## config.mk

```make
export PLATFORM = sky130hd
export DESIGN_NAME = log_event_collector
export DESIGN_NICKNAME = d
export VERILOG_FILES = /design/src/rtl/log_event_collector.sv
export SDC_FILE = /design/constraint.sdc
export NUM_CORES = 1
export LEC_CHECK = 0
export BUFFER_PORTS_ARGS = -buffer_cell sky130_fd_sc_hd__buf_4
export CAP_MARGIN = 20
export CORE_ASPECT_RATIO = 0.8
export CORE_UTILIZATION = 40
export CTS_CLUSTER_DIAMETER = 200
export DETAILED_ROUTE_END_ITERATION = 16
export PLACE_DENSITY_LB_ADDON = 0.12
export SLEW_MARGIN = 20
export SYNTH_ARGS = -nofsm -noshare
export SYNTH_HDL_FRONTEND = slang
export SYNTH_SLANG_ARGS = --single-unit
```

## constraint.sdc

```tcl
create_clock -name clk -period 10.4 [get_ports clk]
set_input_delay 1.04 -clock clk [delete_from_list [all_inputs] [get_ports clk]]
set_output_delay 1.04 -clock clk [all_outputs]
set_load 0.01 [all_outputs]
```

## src/rtl/log_event_collector.sv

```systemverilog
// Severity-filtered log event sink: show-ahead FIFO with drop accounting and pop-handshake drain.
// Optional LOG_TIMESTAMP_EN stores a free-running cycle stamp with each entry.
module log_event_collector #(
    parameter int MSG_W = 16,
    parameter int DEPTH = 16,
    parameter int TS_W  = 32
) (
    input  logic                     clk,
    input  logic                     rst,
    input  logic                     ev_valid,
    input  logic [1:0]               ev_sev,
    input  logic [MSG_W-1:0]         ev_msg,
    input  logic [1:0]               thr,
    input  logic                     rd_en,
    output logic                     rd_valid,
    output logic [1:0]               rd_sev,
    output logic [MSG_W-1:0]         rd_msg,
    output logic                     rd_ovf,
    output logic [TS_W-1:0]          rd_ts,
    output logic [$clog2(DEPTH):0]   level,
    output logic [7:0]               drop_cnt
);

    localparam int AW = $clog2(DEPTH);
    localparam int LW = AW + 1;

    // WARN has an alias encoding; fold it so comparisons and storage see one value.
    function automatic logic [1:0] norm_sev(input logic [1:0] s);
        return s[1] ? 2'd2 : s;
    endfunction

    logic [AW-1:0]    wr_ptr;
    logic [AW-1:0]    rd_ptr;
    logic [LW-1:0]    level_next;
    logic             pending;
    logic             accept;
    logic             full;
    logic             pop;
    logic             wr;
    logic             drop;

    logic [1:0]       sev_mem [DEPTH];
    logic [MSG_W-1:0] msg_mem [DEPTH];
    logic             ovf_mem [DEPTH];

    assign accept = ev_valid && (norm_sev(ev_sev) >= norm_sev(thr));
    assign full   = (level == LW'(DEPTH));
    assign pop    = rd_en && rd_valid;
    // At full, a same-cycle pop frees the slot before the write lands.
    assign wr     = accept && (!full || pop);
    assign drop   = accept && full && !pop;

    always_comb begin
        level_next = level;
        if (wr && !pop)
            level_next = level + LW'(1);
        else if (pop && !wr)
            level_next = level - LW'(1);
    end

    always_ff @(posedge clk) begin
        if (rst) begin
            wr_ptr   <= '0;
            rd_ptr   <= '0;
            level    <= '0;
            rd_valid <= 1'b0;
            pending  <= 1'b0;
            drop_cnt <= '0;
        end else begin
            level    <= level_next;
            rd_valid <= (level_next != '0);
            if (wr)
                wr_ptr <= wr_ptr + AW'(1);
            if (pop)
                rd_ptr <= rd_ptr + AW'(1);
            if (wr)
                pending <= 1'b0;
            else if (drop)
                pending <= 1'b1;
            if (drop && drop_cnt != 8'hFF)
                drop_cnt <= drop_cnt + 8'd1;
        end
    end

    // Storage is plain RAM; emptiness gating on the outputs hides stale content.
    always_ff @(posedge clk) begin
        if (!rst && wr) begin
            sev_mem[wr_ptr] <= norm_sev(ev_sev);
            msg_mem[wr_ptr] <= ev_msg;
            ovf_mem[wr_ptr] <= pending;
        end
    end

    assign rd_sev = rd_valid ? sev_mem[rd_ptr] : 2'd0;
    assign rd_msg = rd_valid ? msg_mem[rd_ptr] : '0;
    assign rd_ovf = rd_valid ? ovf_mem[rd_ptr] : 1'b0;

`ifdef LOG_TIMESTAMP_EN
    logic [TS_W-1:0] ts_cnt;
    logic [TS_W-1:0] ts_mem [DEPTH];

    always_ff @(posedge clk) begin
        if (rst)
            ts_cnt <= '0;
        else
            ts_cnt <= ts_cnt + TS_W'(1);
    end

    always_ff @(posedge clk) begin
        if (!rst && wr)
            ts_mem[wr_ptr] <= ts_cnt;
    end

    assign rd_ts = rd_valid ? ts_mem[rd_ptr] : '0;
`else
    assign rd_ts = '0;
`endif

endmodule

```

# == Yosys cells after proc, flatten, opt, wreduce, memory -nomap -nowiden ==
# Memories as Yosys holds them, arrays and structs flattened. A register that Yosys moved wholly into a read port is not among the register bits.
# Cells that the tools add are included.
# word_totals
ff_bits,23
latch_bits,0
mem_bits_rw,304
rom_bits,0
in_bits,24
out_inout_bits,65
mem_count,3
# mem_list
memory,words,width,rd,rd_clocked_by_memory_dff,wr,line_no,rtl
msg_mem,16,16,1,1,1,43,logic [MSG_W-1:0] msg_mem [DEPTH];
sev_mem,16,2,1,1,1,42,logic [1:0] sev_mem [DEPTH];
ovf_mem,16,1,1,1,1,44,logic ovf_mem [DEPTH];
# op_classes
addsub,5
mul,0
div_mod_pow,0
n_lt_le_gt_ge,1
n_eq_ne,2
shift,0
n_mux,15
bitwise_logic,0
reduce_logical,16
# op_table
cell,n
4-bit 2-to-1 mux,6
16-bit 2-to-1 mux,1
5-bit 2-to-1 mux,2
1-bit logical AND,9
4-bit by 1-bit adder with 4-bit output (second input constant),2
8-bit by 1-bit adder with 8-bit output (second input constant),1
8-bit inequality test (second input constant),1
2-bit 2-to-1 mux,3
5-bit by 1-bit adder with 5-bit output (second input constant),1
5-bit equality test (second input constant),1
5-bit nonzero test,1
5-bit by 1-bit subtractor with 5-bit output (second input constant),1
1-bit logical NOT,4
1-bit 2-to-1 mux,3
2-bit >= comparator,1
2-bit OR reduction,1
1-bit logical OR,1

# == Logic depth before layout (Yosys ltp) ==
# Gate-level depths: netlist (run 1).
# logic_depth
ltp_word,9
ltp_mapped,9
depth_no_buf,8

# == Least setup slack after synthesis (run 1) ==
# Ideal clock, no wire load.
# synth_path
path_type,input port to flip-flop
from,in ev_sev[0]
to,mem msg_mem[0][0] (enable)
arrival_ns,4.649
required_time_ns,9.956
path_slack_ns,5.307
stages,8
n_path_buf,1
path_cell_list,nor2b_1 inv_1 ha_1 or3b_1 and2_1 clkbuf_1 nand2_1 nor4_1
# synth_between
elab_chain_cells,7
# synth_lines
item,line_no,rtl
"start, declared",11,"input logic [1:0] ev_sev,"
2-bit 2-to-1 mux,29,return s[1] ? 2'd2 : s;
2-bit >= comparator,46,assign accept = ev_valid && (norm_sev(ev_sev) >= norm_sev(thr));
1-bit logical AND,46,
1-bit logical AND,50,assign wr = accept && (!full || pop);
1-bit logical AND,87,if (!rst && wr) begin
1-bit 2-to-1 mux,87,
1-bit 2-to-1 mux (not written as such),89,msg_mem[wr_ptr] <= ev_msg;
"end, declared",43,
# Every way passes these cells.

==> results of run 1 <==
worst paths after layout:
kind / startpoint / endpoint / slack (ns)
setup / recovery: flop / rd_msg[7] / 5.70
hold / removal: wr_ptr[1] / wr_ptr[1] / 0.51
setup reg to reg: rd_valid / msg_mem[5][14] / 6.90
hold reg to reg: wr_ptr[1] / wr_ptr[1] / 0.51
flip-flops by register name (all words and copies together) (netlist names), named ones only:
signal    cells
msg_mem     256
sev_mem      32
ovf_mem      16
drop_cnt      8
level         5
rd_ptr        4
wr_ptr        4
pending       1
rd_valid      1
metal layers:
layer  share of wire [%]  routed length, um  GRT usage, %  vias up
met1                  48              13250         26.08     3334
li1                    -                  -             -     2740
met4                 1.7                482         4.714        0
met3                 5.6               1549         3.197       37
met2                  45              12600         25.41      183
met5                   0                  0             0        -
kinds of logic after synthesis:
group,synth area share (%)
and+or+nand+nor,4.128
AOI/OAI and AO/OA,0.9943
adders and majority gates,1.042
other,0.02838
DFF,73.17
muxes,16.27
buffers and inverters,3.305
xor gates and xnor gates,1.060
worst register-to-register path, stage by stage, from the launching register on:
cell	delay, ns
dfxtp_1	1.03
nand2_1	0.45
nand2_1	0.35
nand4b_1	0.35
nor2_2	0.63
buf_4	0.37
layout by cell type (no fill, tap or decap), types with 11 or more instances in the layout:
master and n:
ha_1 11, dfxtp_1 24, edfxtp_1 304, clkinv_1 13, xnor2_1 11, and2_1 21, nor2_2 11, conb_1 32
nand2_1 12, nor2_1 24, buf_4 76, clkbuf_16 36, mux4_2 95
power groups by stage:
stage / Combinational, mW / Clock, mW / Sequential (mW)
after floorplan: 0.306 / 0 / 1.52
after global placement: 0.386 / 0 / 1.57
after detailed placement: 0.393 / 0 / 1.57
after CTS: 0.395 / 1.27 / 1.54
after global routing: 0.421 / 1.32 / 1.55
final: 0.388 / 1.24 / 1.54
cell type report:
cell class | instances | area share [%]
clock buffer | 41 | 6.167
inverter | 8 | 0.1971
tap | 427 | 3.507
timing repair buffer | 76 | 3.745
clock inverter | 21 | 1.306
multi-input combinational | 281 | 21.56
sequential | 331 | 63.52
per-stage QoR:
stage / area, um^2 / std cells
floorplan: 13330 / 683
global placement: 14090 / 1123
detailed placement: 14100 / 1123
CTS: 15240 / 1185
global route: 15240 / 1185
finish: 15240 / 1185
==> impl_metrics.toml, run 1 <==
[timing]
grt_setup_unrepaired = "false"
setup_tns_ns = 0
setup_viol = 0
maxSlewHeadroom_pct = 27.93
skew_ns = 0.01730
worstMarginPinSlew_ns = 1.080
hold_violations = 0
slew_violations = 0
max_freq_mhz = 212.6
whs_ns = 0.5146
setup_slack_ns = 5.697
finalCritPeriodShare_pct = 45.22
post-route-min-period_ns = 4.703

[clocking]
cts_repair_resize_count = 0
clkTransAtPathRegs_ns = 0.06
cts_root_buf = "clkbuf_16"
cts_tree = "done"
cts_setup_buffers = 0
postCtsHoldBufs = 0
cts_buffers = 35
clockBufferDepth = 3
clk-insertion-delay-late_ns = 0.52
cts.sinks = 331
cts_htree_levels = 2

[worst_setup_path]
worstSetupEndpointType = "output port"
cp_cell_sequence = "buf_4 > mux4_2 > mux4_2 > and2_1 > buf_4"
cp-start-kind = "flop"
slowest_stage = "dfxtp_4"
critical-path-max-stage-delay_ns = 0.85
crit_family = "multiplexers"
cp.arrival_ns = 3.66
path_buf_inv = 2
crit_required_ns = 9.36
path_class = "flop to output port"
cp_num_cells = 5
reg2regPathDepth = 5
path_max_fanout = 40

[power]
powerDensity_nw_per_um2 = 207.8
p_switching_uw = 739.5
swShare_pct = 23.36
power_frac_seq_pct = 48.5
p_int_mw = 2.426
pwr-share-comb_pct = 12.3
leakage_nw = 4.818
p_total_mw = 3.165
ir_drop_uv = 121.2
pwr-share-clk_pct = 39.2

[global_route]
grt_max_degree = 59
antenna_found_initial = 0
grt_pass1_vias = 6481
grt_usage_pct = 17.22
grt_pass1_wl_um = 42050
grt_overflow = 0

[min_path]
holdPathStages = 2
hold_class = "flop to flop"

[place]
dp_hpwl_um = 16730
globalplace.congestion = 0.7848
dp_slack_ns = 5.625
io_buffers = 56

[routing]
dr.first_iter.drc_count = 636
drc_errors = 0
via_count = 6294
via_per_inst = 5.311
ant_nets = 0
drt_wl_total_um = 27880
routedWlPerCell_um = 23.53
firstDrtPassIters = 5

[synthesis]
synth_edf_count = 304
yosysSeqAreaShare_pct = 73.17
ys_async_sr_fraction_pct = 0
yosys-top-cells-area = "edfxtp_1 69%, mux4_2 16%, dfxtp_1 4.1%, buf_4 1.8%, ha_1 1.0%"
synth_area_um2 = 13210
synth-seq-cells = 331
yosysUniqueCellTypes = 43
postSynthCellCount = 652
synth.most_common_cell = "edfxtp_1"
synth.avg_cell_area_um2 = 20.27
synth_top_area_cell = "edfxtp_1"
synth_flop_cell = "edfxtp_1"
synthTopCellsByCount = "304 x edfxtp_1, 95 x mux4_2, 36 x nor2_1, 32 x buf_4, 27 x dfxtp_1"
synth.top_cell.area_share_pct = 69.08
yosysWarnings = 0

[finish]
antenna_cells = 0
syn2layout_area_growth_pct = 15.30
fillers = 2746
finalNetCount = 768
register_area_um2 = 9678
multi_input_area_um2 = 3284
final_util_pct = 46.91
drive_gt1_share_pct = 31.40

[floorplan]
fp.dieW_um = 205.2
start_util_pct = 40.68
dieArea_um2 = 33770
dieHeight_um = 164.6
core-area_um2 = 32480
num_rows = 59
ios = 89

[run_status]
status = "finished, final reports clean"

[job]
cap_violations = 0
Note: power is estimated with default switching activity, not from simulation.
==> run 2: changes to the inputs <==
- clock period: 10.4 -> 4.3 ns (I/O delays scaled with it)
==> run 2 against run 1 <==
Flip-flop and latch count unchanged. Final cell count increased by 1.0%. Non-clock buffer count increased by 13. Total power increased by 140%. Combinational power increased to 2.6 times the previous value. Critical path depth unchanged. First-iteration DRC count decreased by 15%. Largest cell class unchanged.
==> impl_metrics.toml, run 2 (synthesis results as in run 1) <==
[run_status]
status = "finished, final reports clean"

[finish]
final_cell_mix = "304 x edfxtp_1, 95 x mux4_2, 87 x buf_4, 35 x clkbuf_16, 32 x conb_1"
top_regs = "msg_mem (256), sev_mem (32), ovf_mem (16)"
final_common_cell = "edfxtp_1"
finalNetCount = 781
fillers = 2714
register_area_um2 = 9678
multi_input_area_um2 = 3279
drive_gt1_share_pct = 32.51
largest_reg_flops = 256
stdcell_count = 1197
syn2layout_area_growth_pct = 15.43
top_register = "msg_mem"

[clocking]
clkTransAtPathRegs_ns = 0.06
cts_repair_resize_count = 0
cts_setup_buffers = 0
postCtsHoldBufs = 0
cts_buffers = 35
cts_root_buf = "clkbuf_16"
cts.sinks = 331
clk-insertion-delay-late_ns = 0.50
cts_htree_levels = 2
clockBufferDepth = 3
cts_tree = "done"

[place]
io_buffers = 56
dp_cells = 1136
globalplace.congestion = 0.7706
dp_hpwl_um = 18280
dp_slack_ns = 1.258

[global_route]
grt_overflow = 0
antenna_found_initial = 1
grt_pass1_wl_um = 43610
grt_pass1_vias = 6602
grt_usage_pct = 18.19
grt_max_degree = 44

[routing]
via_count = 6446
dr.first_iter.drc_count = 538
ant_nets = 0
routedWlPerCell_um = 24.87
via_per_inst = 5.385
drc_errors = 0
firstDrtPassIters = 5
drt_wl_total_um = 29770

[timing]
setup_tns_ns = 0
setup_slack_ns = 0.8125
finalCritPeriodShare_pct = 81.11
post-route-min-period_ns = 3.488
skew_ns = 0.01052
whs_ns = 0.2382
grt_setup_unrepaired = "false"
hold_violations = 0
max_freq_mhz = 286.7
slew_violations = 0
maxSlewHeadroom_pct = 40.40
worstMarginPinSlew_ns = 0.8940
setup_viol = 0

[worst_setup_path]
worstSetupEndpointType = "output port"
r2r_start = "level[0]"
cp_cell_sequence = "buf_12 > mux4_2 > mux4_2 > and2_1 > buf_4"
critical-path-max-stage-delay_ns = 0.80
rrSetupSlack_ns = 1.75
cp.arrival_ns = 3.06
reg2regPathDepth = 7
path_max_fanout = 33
worstReg2RegEnd = "msg_mem[1][13]"
crit_required_ns = 3.87
cpMostUsedCell = "mux4_2"
slowest_stage = "dfxtp_4"
path_class = "flop to output port"
cp-start-kind = "flop"

[power]
powerDensity_nw_per_um2 = 490.9
p_total_mw = 7.488
ir_drop_uv = 241.6
leakage_nw = 4.855

[floorplan]
dieArea_um2 = 33770
start_util_pct = 40.68
dieHeight_um = 164.6
fp.dieW_um = 205.2
num_rows = 59
core-area_um2 = 32480
ios = 89

[min_path]
hold_class = "primary input to flop"
holdPathStages = 1
hold_end = "msg_mem[10][7]"
min_from = "ev_msg[7]"

[job]
cap_violations = 0
==> run 2: cell types whose count changed in the layout (fill, tap and decap cells not counted), moves of 2 or more <==
cell       previous run  this run
buf_4                76        87
clkbuf_8              2         0
clkinv_2              1         7
buf_12                0         2
bufinv_16             4         2
clkinv_1             13         9
clkbuf_1              3         6
==> run 2: through the flow <==
step | util [%] | cell area, um^2
2_1_floorplan | - | 13330
3_3_place_gp | 43.76 | 14210
3_5_place_dp | 43.76 | 14210
4_1_cts | 46.95 | 15250
5_1_grt | 46.95 | 15250
6_report | 46.96 | 15250
==> run 2: report_power, final <==
part,switching [mW],leakage [nW],internal [mW],total (mW)
clock,1.18,0.513,1.61,2.79
sequential,0.109,2.95,3.56,3.67
combinational,0.492,1.39,0.533,1.02
==> run 2: cell type report <==
| class | instances | area share, % |
|---|---|---|
| flip-flops and latches | 331 | 63.45 |
| repair buffers | 89 | 4.544 |
| well taps | 427 | 3.503 |
| inverters | 8 | 0.1969 |
| multi-input cells | 281 | 21.50 |
| clock inverters | 19 | 0.9023 |
| diodes | 1 | 0.01641 |
| clock buffers | 41 | 5.890 |
==> run 2: critical path: cells and delay by family, from the launching register on <==
kind	cells	cell delay, ns
buffers and inverters	2	0.43
DFF	1	0.80
muxes	2	1.09
and+or+nand+nor	1	0.19
==> run 2: worst max-delay path by stage <==
stage               from       endpoint  slack [ns]  depth (start not counted)
4_1_cts             flop     rd_msg[13]        0.73                          5
3_3_place_gp        flop     rd_msg[13]        1.25                          5
6_report            flop     rd_msg[13]        0.81                          5
3_5_place_dp        flop     rd_msg[13]        1.26                          5
5_1_grt             flop     rd_msg[13]        0.64                          5
2_1_floorplan  ev_sev[0]  msg_mem[0][0]       -0.18                          8
==> run 2: layer usage <==
layer	track usage [%]	wire, um	vias to the layer above
li1	-	-	2772
met1	27.44	14120	3443
met2	27.99	13810	193
met3	2.486	1347	38
met4	4.478	490	0
met5	0	0	-
==> run 3: changes to the inputs <==
- ABC_AREA: not set -> 1
- clock period: 4.3 -> 3.6 ns (I/O delays scaled with it)
==> run 3 against run 2 <==
Die area is 2.9% higher. Critical path depth rose by 1. Global-route usage up 1.9 points. Highest routed layer unchanged. Largest power group unchanged.
==> impl_metrics.toml, run 3 <==
[clocking]
clkTransAtPathRegs_ns = 0.06
cts_htree_levels = 2
cts_buffers = 35
clockBufferDepth = 3
cts_repair_resize_count = 0
clk-insertion-delay-late_ns = 0.53
postCtsHoldBufs = 0
cts_tree = "done"
cts_setup_buffers = 0
cts_root_buf = "clkbuf_16"
cts.sinks = 331

[power]
powerDensity_nw_per_um2 = 605.8
p_total_mw = 9.480
leakage_nw = 5.312
ir_drop_uv = 337.4

[timing]
maxSlewHeadroom_pct = 39.08
hold_violations = 0
whs_ns = 0.1507
setup_viol = 0
setup_tns_ns = 0
post-route-min-period_ns = 3.182
max_freq_mhz = 314.3
finalCritPeriodShare_pct = 88.38
slew_violations = 0
grt_setup_unrepaired = "false"
worstMarginPinSlew_ns = 0.9138
setup_slack_ns = 0.4184
skew_ns = 0.02331

[global_route]
grt_pass1_wl_um = 52430
grt_usage_pct = 20.11
grt_overflow = 0
grt_max_degree = 87
grt_pass1_vias = 8282
antenna_found_initial = 1

[synthesis]
yosys-top-cells-area = "edfxtp_1 67%, o21ai_0 4.9%, nor2_1 4.9%, dfxtp_1 4.0%, o221ai_1 3.6%"
synthTopCellsByCount = "304 x edfxtp_1, 176 x nor2_1, 134 x o21ai_0, 56 x o221ai_1, 49 x nand2_1"
synth_top_area_cell = "edfxtp_1"
synth_flop_cell = "edfxtp_1"
yosysWarnings = 0
synth_area_um2 = 13600
yosysUniqueCellTypes = 39
synth-seq-cells = 331
synth.avg_cell_area_um2 = 12.85
synth_edf_count = 304
yosysSeqAreaShare_pct = 71.08
ys_async_sr_fraction_pct = 0
postSynthCellCount = 1059
synth.top_cell.area_share_pct = 67.10
synth.most_common_cell = "edfxtp_1"

[finish]
syn2layout_area_growth_pct = 15.02
finalNetCount = 1164
final_util_pct = 46.63
top_regs = "msg_mem (256), sev_mem (32), ovf_mem (16)"
largest_reg_flops = 256
top_register = "msg_mem"
stdcell_count = 1590
fillers = 3043
final_cell_mix = "304 x edfxtp_1, 172 x nor2_1, 134 x o21ai_0, 93 x buf_4, 56 x o221ai_1"
drive_gt1_share_pct = 15.83
final_common_cell = "edfxtp_1"
antenna_cells = 0
design_area_um2 = 15650

[routing]
wl_met2_um = 14980
ant_nets = 0
firstDrtPassIters = 5
top_layer = "met4"
routedWlPerCell_um = 21.76
via_count = 8595
met3_wirelength_um = 2152
drc_errors = 0
via_per_inst = 5.406
dr.first_iter.drc_count = 718
drt_wl_total_um = 34590
wl_met1_um = 16740

[worst_setup_path]
crit_required_ns = 3.24
slowest_stage = "dfxtp_4"
path_max_fanout = 45
cp-start-kind = "flop"
worstSetupEndpointType = "output port"
critical-path-max-stage-delay_ns = 0.68
cp_cell_sequence = "buf_4 > o21ai_0 > o221ai_1 > nand3_1 > a21oi_1 > buf_4"
worstReg2RegEnd = "msg_mem[0][11]"
rrSetupSlack_ns = 1.11
cpMostUsedCell = "buf_4"
cp.arrival_ns = 2.82
path_class = "flop to output port"
reg2regPathDepth = 12
r2r_start = "level[0]"

[floorplan]
core-area_um2 = 33560
ios = 89
num_rows = 60
dieArea_um2 = 34760
dieHeight_um = 167.0
fp.dieW_um = 208.2
start_util_pct = 40.54

[min_path]
min_from = "ev_msg[14]"
holdPathStages = 1
hold_class = "primary input to flop"
hold_end = "msg_mem[13][14]"

[place]
io_buffers = 56
dpl_cell_area_um2 = 14500
dp_hpwl_um = 20240
dp_slack_ns = 0.7738
globalplace.congestion = 0.8070
dp_cells = 1526

[run_status]
status = "finished, final reports clean"

[job]
cap_violations = 0
## run 3: changes by cell type in the layout (fill, tap and decap cells not counted), moves of 18 or more
cell	previous run	this run
a21oi_1	6	32
and2_1	21	0
inv_1	7	27
mux4_2	95	0
nand2_1	12	49
nand3_1	8	32
nor2_1	24	172
o211ai_1	1	20
o21ai_0	1	134
o21ai_1	2	28
o221ai_1	0	56
o22ai_1	2	20
## run 3: kinds of logic (layout without fill, tap and decap cells)
kind of cell	Yosys count	after routing	synth area share, %
other cells	1	32	0.02756
fa+ha+maj	11	11	1.012
compound gates	292	292	12.98
buf+inv	131	197	5.454
simple gates	284	284	8.875
flops	331	331	71.08
xor+xnor	9	9	0.5794
## run 3: power by group
group | total (mW) | leakage (nW) | switching [mW] | internal [mW]
registers | 4.34 | 2.96 | 0.0832 | 4.26
logic | 1.50 | 1.79 | 0.997 | 0.502
clock network | 3.64 | 0.559 | 1.50 | 2.14
## run 3: per-layer routing
layer | global-route usage [%] | up-vias
met3 | 3.413 | 55
met4 | 5.443 | 0
met2 | 29.50 | 266
met5 | 0 | -
li1 | - | 4020
met1 | 30.65 | 4254
## run 3: worst max path at each step
stage,start,end,depth (start not counted)
3_5_place_dp,ev_sev[1],msg_mem[0][8],13
5_1_grt,flop,rd_msg[9],7
2_1_floorplan,ev_sev[0],msg_mem[1][0],12
6_report,flop,rd_msg[7],6
3_3_place_gp,ev_sev[1],msg_mem[0][8],13
4_1_cts,flop,rd_msg[12],6
## run 3: area by class of cell
| cell class | count | area [um^2] | area share [%] |
|---|---|---|---|
| clock buffer | 46 | 938.4 | 5.997 |
| tap | 434 | 543.0 | 3.470 |
| timing repair buffer | 96 | 758.2 | 4.846 |
| multi-input combinational | 628 | 3379 | 21.60 |
| clock inverter | 18 | 206.4 | 1.319 |
| sequential | 331 | 9676 | 61.83 |
| inverter | 37 | 146.4 | 0.9355 |
## run 3: critical path, delay by kind of cell, from the launching register on
kind	cells	cell delay (ns)
AO/OA/AOI/OAI	3	0.73
buffers and inverters	2	0.62
flip-flops	1	0.68
AND/OR/NAND/NOR	1	0.22
